## src/rtl/muldiv_unit.sv

```systemverilog
// muldiv_unit: iterative unsigned multiply/divide unit with HI/LO registers.
// One product or quotient bit is produced per clock. MTHI/MTLO write the
// result registers directly in a single cycle.
//
// Ports:
//   clk      - clock, rising-edge
//   reset_n  - asynchronous active-low reset
//   start    - request, sampled only while idle
//   op       - 00 MULTU, 01 DIVU, 10 MTHI, 11 MTLO
//   A, B     - operands (B ignored for MTHI/MTLO)
//   busy     - iterative op in progress
//   done     - one-cycle pulse, hi/lo hold the new result
//   divzero  - last DIVU had a zero divisor; held until the next accepted start
//   hi, lo   - HI/LO result registers
module muldiv_unit #(
  parameter int N  = 32,
  parameter int CW = 6
) (
  input  logic         clk,
  input  logic         reset_n,
  input  logic         start,
  input  logic [1:0]   op,
  input  logic [N-1:0] A,
  input  logic [N-1:0] B,
  output logic         busy,
  output logic         done,
  output logic         divzero,
  output logic [N-1:0] hi,
  output logic [N-1:0] lo
);

  typedef enum logic [1:0] {IDLE, MUL, DIV, FIN} state_t;

  state_t         state, state_nx;
  logic [2*N-1:0] acc;   // multiply: {partial product, remaining multiplier bits}
  logic [N-1:0]   opa;   // multiplicand, or dividend shifting out / quotient shifting in
  logic [N-1:0]   opb;   // divisor
  logic [N-1:0]   rem;   // partial remainder
  logic [CW-1:0]  cnt;

  // Shift-add step; the sum keeps its carry in bit N so nothing is lost
  // before the right shift.
  logic [N:0]     mul_sum;
  logic [2*N-1:0] mul_nx;
  assign mul_sum = {1'b0, acc[2*N-1:N]} + (acc[0] ? {1'b0, opa} : '0);
  assign mul_nx  = {mul_sum, acc[N-1:1]};

  // Restoring-divide step. With a zero divisor every trial succeeds, which
  // yields an all-ones quotient and a remainder equal to the dividend.
  logic [N:0]   rem_sh, diff;
  logic         qbit;
  logic [N-1:0] rem_nx, quo_nx;
  assign rem_sh = {rem, opa[N-1]};
  assign diff   = rem_sh - {1'b0, opb};
  assign qbit   = ~diff[N];
  assign rem_nx = qbit ? diff[N-1:0] : rem_sh[N-1:0];
  assign quo_nx = {opa[N-2:0], qbit};

  logic last;
  assign last = (cnt == CW'(1));

  assign busy = (state == MUL) || (state == DIV);
  assign done = (state == FIN);

  always_comb begin
    state_nx = state;
    case (state)
      IDLE: if (start) state_nx = op[1] ? FIN : (op[0] ? DIV : MUL);
      MUL,
      DIV:  if (last) state_nx = FIN;
      FIN:  state_nx = IDLE;
      default: state_nx = IDLE;
    endcase
  end

  always_ff @(posedge clk or negedge reset_n) begin
    if (!reset_n) begin
      state   <= IDLE;
      acc     <= '0;
      opa     <= '0;
      opb     <= '0;
      rem     <= '0;
      cnt     <= '0;
      hi      <= '0;
      lo      <= '0;
      divzero <= 1'b0;
    end else begin
      state <= state_nx;
      case (state)
        IDLE: if (start) begin
          divzero <= 1'b0;
          case (op)
            2'b00: begin
              opa <= A;
              acc <= {{N{1'b0}}, B};
              cnt <= CW'(N);
            end
            2'b01: begin
              opa <= A;
              opb <= B;
              rem <= '0;
              cnt <= CW'(N);
            end
            2'b10: hi <= A;
            2'b11: lo <= A;
            default: ;
          endcase
        end
        MUL: begin
          acc <= mul_nx;
          cnt <= cnt - CW'(1);
          if (last) {hi, lo} <= mul_nx;
        end
        DIV: begin
          opa <= quo_nx;
          rem <= rem_nx;
          cnt <= cnt - CW'(1);
          if (last) begin
            lo      <= quo_nx;
            hi      <= rem_nx;
            divzero <= (opb == '0);
          end
        end
        default: ;
      endcase
    end
  end

endmodule

```

## config.mk

```make
export PLATFORM = sky130hd
export DESIGN_NAME = muldiv_unit
export DESIGN_NICKNAME = d
export VERILOG_FILES = /design/src/rtl/muldiv_unit.sv
export SDC_FILE = /design/constraint.sdc
export NUM_CORES = 1
export LEC_CHECK = 0
export ABC_CLOCK_PERIOD_IN_PS = 3900
export BUFFER_PORTS_ARGS = -buffer_cell sky130_fd_sc_hd__clkbuf_2
export CAP_MARGIN = 10
export CELL_PAD_IN_SITES_DETAIL_PLACEMENT = 1
export CELL_PAD_IN_SITES_GLOBAL_PLACEMENT = 1
export CORE_ASPECT_RATIO = 1.2
export CORE_MARGIN = 8
export CORE_UTILIZATION = 48
export CTS_BUF_LIST = sky130_fd_sc_hd__clkbuf_4
export DETAILED_ROUTE_END_ITERATION = 8
export PLACE_DENSITY_LB_ADDON = 0.08
export REMOVE_ABC_BUFFERS = 1
export SKIP_LAST_GASP = 1
export SLEW_MARGIN = 40
export SYNTH_ARGS = -nofsm -noshare
export SYNTH_HDL_FRONTEND = slang
export SYNTH_SLANG_ARGS = --single-unit
```

## constraint.sdc

```tcl
create_clock -name clk -period 3.9 [get_ports clk]
set_clock_uncertainty 0.1 [all_clocks]
set_input_delay 0.585 -clock clk [delete_from_list [all_inputs] [get_ports clk]]
set_output_delay 0.585 -clock clk [all_outputs]
set_load 0.005 [all_outputs]
```

==> results of run 1 <==
==> synth_stat cells (4+ instances only) <==
| cell | count |
|---|---|
| sky130_fd_sc_hd__a211o_1 | 8 |
| sky130_fd_sc_hd__ha_1 | 71 |
| sky130_fd_sc_hd__a21o_1 | 27 |
| sky130_fd_sc_hd__nand3_1 | 21 |
| sky130_fd_sc_hd__xor2_1 | 17 |
| sky130_fd_sc_hd__o211ai_1 | 13 |
| sky130_fd_sc_hd__clkbuf_1 | 76 |
| sky130_fd_sc_hd__nor3_1 | 17 |
| sky130_fd_sc_hd__nor2b_1 | 10 |
| sky130_fd_sc_hd__and3_1 | 6 |
| sky130_fd_sc_hd__nand4_1 | 15 |
| sky130_fd_sc_hd__mux2i_1 | 67 |
| sky130_fd_sc_hd__dfrtp_1 | 233 |
| sky130_fd_sc_hd__a21boi_0 | 6 |
| sky130_fd_sc_hd__xnor2_1 | 39 |
| sky130_fd_sc_hd__buf_2 | 4 |
| sky130_fd_sc_hd__and2_1 | 34 |
| sky130_fd_sc_hd__inv_1 | 54 |
| sky130_fd_sc_hd__buf_1 | 8 |
| sky130_fd_sc_hd__a22oi_1 | 32 |
| sky130_fd_sc_hd__nor4_1 | 8 |
| sky130_fd_sc_hd__nand2b_1 | 8 |
| sky130_fd_sc_hd__o21a_1 | 16 |
| sky130_fd_sc_hd__a21oi_1 | 122 |
| sky130_fd_sc_hd__a211oi_1 | 8 |
| sky130_fd_sc_hd__o31ai_1 | 8 |
| sky130_fd_sc_hd__mux2_2 | 82 |
| sky130_fd_sc_hd__nor2_1 | 106 |
| sky130_fd_sc_hd__a31oi_1 | 42 |
| sky130_fd_sc_hd__o21bai_1 | 6 |
| sky130_fd_sc_hd__nand2_1 | 232 |
| sky130_fd_sc_hd__o21ai_1 | 11 |
| sky130_fd_sc_hd__o21ai_0 | 160 |
==> timing repair <==
action,4_1_cts,5_1_grt
setup endpoints to repair,0,6
endpoints found under the hold margin,95,0
gates resized for setup,0,2
hold buffers,2,0
==> worst min path at each step <==
stage	to	slack (ns)	cells after the start
6_report	opb[7]$_DFFE_PN0P_	0.05	2
5_1_grt	opb[7]$_DFFE_PN0P_	0.01	2
4_1_cts	opb[9]$_DFFE_PN0P_	0.003	2
3_5_place_dp	acc[38]$_DFFE_PN0P_	0.38	2
3_3_place_gp	acc[1]$_DFFE_PN0P_	0.36	2
2_1_floorplan	acc[0]$_DFFE_PN0P_	0.19	0
==> per-layer routing <==
metal	GRT usage [%]	up-vias
met5	0	-
met4	10.8	2
met3	5.04	96
met2	46.6	292
met1	30.1	6535
li1	-	6127
==> area by class of cell <==
| cell class | instances | area, um2 |
|---|---|---|
| fill | 3652 | 13600 |
| multi-input combinational | 1247 | 8220 |
| sequential | 233 | 5830 |
| timing repair buffer | 167 | 987 |
| clock buffer | 104 | 781 |
| tap | 396 | 495 |
| inverter | 55 | 206 |
| clock inverter | 12 | 47.5 |
| antenna | 2 | 5.00 |
==> report_power, final <==
part / internal (uW) / switching [uW] / leakage (uW)
clock network: 1210 / 1090 / 0.000505
registers: 3580 / 956 / 0.00289
logic: 4070 / 6040 / 0.00420
==> registers in the layout (all words and copies together), names as in the netlist <==
register / count
divzero: 1
state: 2
lo: 32
rem: 32
cnt: 6
acc: 64
hi: 32
opa: 32
opb: 32
==> logic make-up (layout without fill, tap and decap cells) <==
kind of cell | count (synthesis) | count (layout)
buf+inv | 146 | 338
simple gates | 468 | 468
compound gates | 500 | 500
flops | 233 | 233
fa+ha+maj | 73 | 73
other cells | 0 | 2
xor+xnor | 57 | 57
mux | 149 | 149
==> through the flow <==
step | instances | hold WS (ns) | util [%]
4_1_cts | 2213 | 0.00318 | 54.9
5_1_grt | 2216 | 0.0133 | 55.0
2_1_floorplan | 1535 | 0.189 | -
3_5_place_dp | 2095 | 0.381 | 52.1
3_3_place_gp | 2095 | 0.365 | 52.0
6_report | 2216 | 0.0515 | 55.0
==> impl_summary.txt, run 1 <==
----------------------------------------------------
[Pwr]
  Overall power consumption ... 16,900 uW
  Leakage component of the power ... 0.00759 uW
  PD cells ... 1020 nW/um2
  Maximum vdd drop ... 0.547 mV

[Synth]
  Top cells by area in the synthesized netlist ... sky130_fd_sc_hd__dfrtp_1 (40%), sky130_fd_sc_hd__mux2_2 (6.4%), sky130_fd_sc_hd__ha_1 (6.1%)
  Cell count after synthesis ... 1,626
  Post-synthesis xor/xnor area fraction ... 3.49%
  Flops & latches, synth ... 233
  Per-instance average area after synthesis ... 8.93 um2
  Compound-cell area share of the yosys netlist ... 21.0%
  Adder and majority gate portion of the synthesized area ... 6.39%
  Dominant cell type by area after synthesis ... sky130_fd_sc_hd__dfrtp_1
  Simple-gate share of the synthesized area ... 14.1%
  Dominant combinational cell family by area after synthesis ... compound AO/OA/AOI/OAI gates
  Top FF cell, synth ... sky130_fd_sc_hd__dfrtp_1
  Seq/Total Area, Yosys ... 40.1%
  Number of distinct library cells after synthesis ... 70
  Number of synthesis warnings ... 0
  Number of flops mapped to enable cells by yosys ... 0
  Fraction of registers with async set/reset ... 100%
  Combined area of all synthesized cells ... 14,500 um2
  Top cell type's share of synthesized area ... 40.1%
  Portion of netlist area occupied by mux cells ... 11.0%

[Global route]
  Global-route usage over all layers ... 26.0%
  First-pass GRT wire length ... 75,800 um
  Maximum number of pins on one net before global-route repair ... 97
  Final global-route overflow total ... 0
  Number of antenna violations at the first check in global routing ... 3
  Vias in the first global route ... 14,187

[STA]
  Max-slew headroom ... 52.5%
  Number of setup violations in the final report ... 0
  Post-route clock period utilization ... 94.2%
  Final min period ... 3.67 ns
  Number of max-slew violations in the final report ... 0
  Count of endpoints failing hold in the final timing report ... 0
  Fmax ... 272 MHz
  Final worst slack ... 0.228 ns
  Pin slew with the least headroom to its limit ... 0.712 ns
  Setup tns final ... 0 ns

[Route]
  Final WL ... 46,500 um
  Vias after detailed routing ... 13,052
  DRC Markers ... 0
  First-iteration detailed-routing DRC count ... 713
  Count of nets left with antenna violations after detail routing ... 0
  Wire length on met2 ... 23,900 um
  Vias per Instance ... 5.89
  First-pass iteration count of the detailed router ... 5
  Met3 WL post-DR ... 1940 um
  Highest metal used ... met5
  Total routed wire length on the met1 layer ... 19,100 um
  Average routed wire per standard cell ... 21.0 um

[Critical path]
  Worst path most repeated cell ... sky130_fd_sc_hd__inv_1
  Largest delay share family, worst path ... compound AO/OA/AOI/OAI gates
  CP Capture Type ... register
  Origin of the critical flop-to-flop path ... opa[31]$_DFFE_PN0P_
  Reg-to-reg slack, setup ... 0.23 ns
  Critical path required time ... 4.34 ns
  Timing endpoint of the critical path ... rem[24]$_DFFE_PN0P_
  Class of the most critical setup path ... reg2reg
  Critical path, cell by cell ... inv_1 > ha_1 > inv_1 > fa_1 > a211oi_2 > o21ai_2 > a311oi_2 > o211ai_1 > a21oi_2 > xnor2_4 > buf_4 > mux2_2 > nand2_1 > o21ai_0
  First element of the critical path ... opa[31]$_DFFE_PN0P_
  Path length in cells of the critical path ... 14
  Slowest stage cell, crit path ... sky130_fd_sc_hd__fa_1
  Max FO, Critical Path ... 15
  Critical Path Source Type ... register
  Critical Path AT ... 4.11 ns
  Largest stage delay on the critical path ... 0.43 ns
  Cell depth of the worst flop-to-flop path ... 14
  Number of buffers and inverters on the critical path ... 3
  Reg2reg end ... rem[24]$_DFFE_PN0P_

[Final layout]
  Most common cell after layout, fill and taps aside ... sky130_fd_sc_hd__dfrtp_1
  Commonest cells after routing, fill and taps aside ... sky130_fd_sc_hd__dfrtp_1 (233), sky130_fd_sc_hd__nand2_1 (232), sky130_fd_sc_hd__o21ai_0 (160)
  Layout cell share with drive strength beyond 1 ... 20.8%
  Area growth, synth to finish ... 14.1%
  Post-Layout Inst Area ... 16,600 um2
  Total Nets Final ... 1,913

[Clock network]
  Longest Clk Path Bufs ... 3
  H-tree Lvls ... 3
  CTS sink cnt ... 233
  Register clock-pin slew on the reported worst setup and hold paths ... 0.07 ns
  TritonCTS clock tree ... done
  Clk root buf ... sky130_fd_sc_hd__clkbuf_4
  Number of clock buffers inserted by TritonCTS ... 67
  Count of buffers added by post-CTS timing repair for setup ... 0
  Clock insertion delay at the later pin of the skew report ... 0.70 ns

[Job]
  MaxCap Viol Count ... 0

[Placement]
  Placed wire-length estimate after detailed placement ... 33,800 um
  Worst slack at placement ... 0.254 ns
  Post-detailed-placement cell area ... 15,700 um2
  Gp weighted congestion ... 0.876
  Number of buffer cells added on primary ports ... 135

[Die]
  Total I/O pin count ... 136
  Core footprint ... 30,100 um2
  Placement Rows ... 70
  Die W ... 175 um
  DIE AREA ... 36,100 um2
  Die span in y ... 207 um
  Starting density of the core ... 48.2%

[Worst hold path]
  Start point of the worst hold path ... B[7]
  Min-delay worst type ... in2reg

[Run status]
  Status ... finished, final reports clean

----------------------------------------------------
Note: power is estimated with default switching activity, not from simulation.
==> run 2, diff against run 1 <==
--- a/config.mk
+++ b/config.mk
@@ -12,7 +12,7 @@
 export CELL_PAD_IN_SITES_GLOBAL_PLACEMENT = 1
 export CORE_ASPECT_RATIO = 1.2
 export CORE_MARGIN = 8
-export CORE_UTILIZATION = 48
+export CORE_UTILIZATION = 45
 export CTS_BUF_LIST = sky130_fd_sc_hd__clkbuf_4
 export DETAILED_ROUTE_END_ITERATION = 8
 export PLACE_DENSITY_LB_ADDON = 0.08
==> impl_summary.txt, run 2 (synthesized netlist as in run 1, its figures left out) <==
----------------------------------------------------
[Run status]
  Status ... finished, final reports clean

[Route]
  Count of nets left with antenna violations after detail routing ... 0 (unchanged)
  Vias after detailed routing ... 12,921 (-1.0%)
  Vias per Instance ... 5.79 (-1.7%)
  First-pass iteration count of the detailed router ... 5 (unchanged)
  Average routed wire per standard cell ... 20.8 um (-0.64%)
  DRC Markers ... 0 (unchanged)
  First-iteration detailed-routing DRC count ... 619 (-13%)
  Final WL ... 46,500 um (about the same)

[Critical path]
  Cell depth of the worst flop-to-flop path ... 13 (-1)
  Critical path required time ... 4.39 ns (+0.05 ns)
  Critical Path AT ... 4.13 ns (+0.02 ns)
  Max FO, Critical Path ... 12 (-3)
  Critical Path Source Type ... register
  Reg-to-reg slack, setup ... 0.26 ns (+0.04 ns)
  Origin of the critical flop-to-flop path ... acc[0]$_DFFE_PN0P_
  CP Capture Type ... register
  Reg2reg end ... acc[60]$_DFFE_PN0P_
  Class of the most critical setup path ... reg2reg

[Worst hold path]
  Min-delay worst type ... in2reg
  Instance count along the most critical hold path ... 2 (unchanged)
  Worst Hold Path EP ... opb[8]$_DFFE_PN0P_
  Start point of the worst hold path ... B[8]

[Job]
  MaxCap Viol Count ... 0 (unchanged)

[Placement]
  Worst slack at placement ... 0.272 ns (+0.0177 ns)
  Placed wire-length estimate after detailed placement ... 34,200 um (+1.2%)
  Number of buffer cells added on primary ports ... 135 (unchanged)
  Count of placed standard cells including taps ... 2,110 (+0.72%)
  Gp weighted congestion ... 0.881 (+0.56%)

[STA]
  Final min period ... 3.64 ns (-0.0359 ns)
  Fin Hold WS ... 0.0618 ns (+0.0103 ns)
  Pin slew with the least headroom to its limit ... 0.754 ns (+0.0422 ns)
  Post-route clock period utilization ... 93.2% (-0.92 points)
  Number of max-slew violations in the final report ... 0 (unchanged)
  Count of endpoints failing hold in the final timing report ... 0 (unchanged)
  Setup repair after global routing missed its margin ... no
  Fmax ... 275 MHz (+0.99%)
  Final worst slack ... 0.264 ns (+0.0359 ns)
  Number of setup violations in the final report ... 0 (unchanged)
  Setup tns final ... 0 ns (unchanged)
  Max-slew headroom ... 49.7% (-2.8 points)

[Pwr]
  PD cells ... 1030 nW/um2 (+0.60%)
  Leakage component of the power ... 0.00763 uW (+0.53%)
  Maximum vdd drop ... 0.505 mV (-7.6%)

[Clock network]
  Register clock-pin slew on the reported worst setup and hold paths ... 0.07 ns (about the same)
  Clk root buf ... sky130_fd_sc_hd__clkbuf_4
  H-tree Lvls ... 3 (unchanged)
  Clock insertion delay at the later pin of the skew report ... 0.69 ns (about the same)
  Number of clock buffers inserted by TritonCTS ... 67 (unchanged)
  Longest Clk Path Bufs ... 3 (unchanged)
  CTS sink cnt ... 233 (unchanged)
  TritonCTS clock tree ... done
  Count of buffers added by post-CTS timing repair for setup ... 0 (unchanged)

[Die]
  Starting density of the core ... 45.4% (-2.8 points)
  Total I/O pin count ... 136 (unchanged)
  Placement Rows ... 72 (+2.9%)
  Die span in y ... 213 um (+3.0%)
  Core footprint ... 32,000 um2 (+6.1%)
  DIE AREA ... 38,300 um2 (+6.1%)
  Die W ... 180 um (+3.0%)

[Final layout]
  Non-filler instance count after layout ... 2,232 (+0.72%)
  Largest register by flop count ... acc
  Fillers ... 3,857 (+5.6%)
  Most common cell after layout, fill and taps aside ... sky130_fd_sc_hd__dfrtp_1
  Commonest cells after routing, fill and taps aside ... sky130_fd_sc_hd__dfrtp_1 (233), sky130_fd_sc_hd__nand2_1 (232), sky130_fd_sc_hd__o21ai_0 (160)
  Flip-flop count of the largest register, all copies and words added ... 64 (unchanged)
  Total Nets Final ... 1,916 (+0.16%)
  Area growth, synth to finish ... 14.8%
  Layout cell share with drive strength beyond 1 ... 20.7% (-0.12 points)

[Global route]
  Final global-route overflow total ... 0 (unchanged)
  Maximum number of pins on one net before global-route repair ... 89 (-8.2%)
  Met2 Use GR ... 44.9% (-1.6 points)
  Vias in the first global route ... 13,970 (-1.5%)
  First-pass GRT wire length ... 75,900 um (+0.14%)
  Most used routing layer in global routing ... met2
  Met1 track demand over resource in global routing ... 28.6% (-1.5 points)
  Met3 capacity usage during global routing ... 4.27% (-0.77 points)
  Global-route usage over all layers ... 24.5% (-1.5 points)
  Number of antenna violations at the first check in global routing ... 1 (-2)

----------------------------------------------------
==> run 2: cell count changes in the layout (fill, tap and decap cells not counted), sizes merged <==
cell and delta:
bufinv +4, clkinv +4, diode -1, buf +3, clkbuf -5
==> run 2: worst max-delay path: stages (launching register included) <==
cell and delay [ns]:
sky130_fd_sc_hd__dfrtp_1 0.42, sky130_fd_sc_hd__buf_4 0.20, sky130_fd_sc_hd__and2_1 0.17, sky130_fd_sc_hd__ha_1 0.40, sky130_fd_sc_hd__nand4_1 0.18, sky130_fd_sc_hd__or2_2 0.33, sky130_fd_sc_hd__a2111oi_2 0.53, sky130_fd_sc_hd__nor2_1 0.20
sky130_fd_sc_hd__o21ai_1 0.23, sky130_fd_sc_hd__buf_4 0.17, sky130_fd_sc_hd__a41oi_1 0.15, sky130_fd_sc_hd__xnor2_1 0.18, sky130_fd_sc_hd__nand2_1 0.08, sky130_fd_sc_hd__o21ai_0 0.20
==> run 2: cell type report <==
type | count | area, um2 | share of cell area [%]
antenna | 1 | 2.50 | 0.0150
inverter | 55 | 206 | 1.24
timing repair buffer | 170 | 990 | 5.93
tap | 407 | 509 | 3.05
clock inverter | 20 | 180 | 1.08
clock buffer | 99 | 743 | 4.46
sequential | 233 | 5830 | 35.0
multi-input combinational | 1247 | 8220 | 49.3
==> run 2: per-stage QoR <==
step | power (uW) | instance area, um2 | util, %
finish | 17100 | 16700 | 52.2
global route | 18600 | 16700 | 52.2
CTS | 17300 | 16700 | 52.1
detailed placement | 14700 | 15700 | 49.2
global placement | 14300 | 15700 | 49.2
floorplan | 11400 | 14200 | -
==> run 2: worst max-delay path by stage <==
stage	to	slack [ns]	start	cells past startpoint
after global routing	hi[30]$_DFFE_PN0P_	0.06	opa[31]$_DFFE_PN0P_	14
after detailed placement	acc[60]$_DFFE_PN0P_	0.27	acc[0]$_DFFE_PN0P_	13
after CTS	acc[60]$_DFFE_PN0P_	0.24	acc[0]$_DFFE_PN0P_	13
after global placement	hi[30]$_DFFE_PN0P_	0.36	acc[0]$_DFFE_PN0P_	12
final	acc[60]$_DFFE_PN0P_	0.26	acc[0]$_DFFE_PN0P_	13
after floorplan	acc[0]$_DFFE_PN0P_	-3.05	state[1]$_DFFE_PN0P_	4
==> run 2: per-layer routing <==
metal / up-vias / share of wire, %
met1: 6451 / 42
met5: - / 0
li1: 6142 / -
met2: 248 / 52
met4: 0 / 2.5
met3: 80 / 3.6
==> run 2: repair_timing <==
action | CTS | global route
gates resized for setup | 0 | 1
hold endpoints to repair | 85 | 0
setup endpoints to repair | 0 | 1
hold buffers | 2 | 0
==> run 2: where the power goes <==
part,internal [uW],switching (uW)
combinational,4070,6010
clock,1430,1100
sequential,3580,965
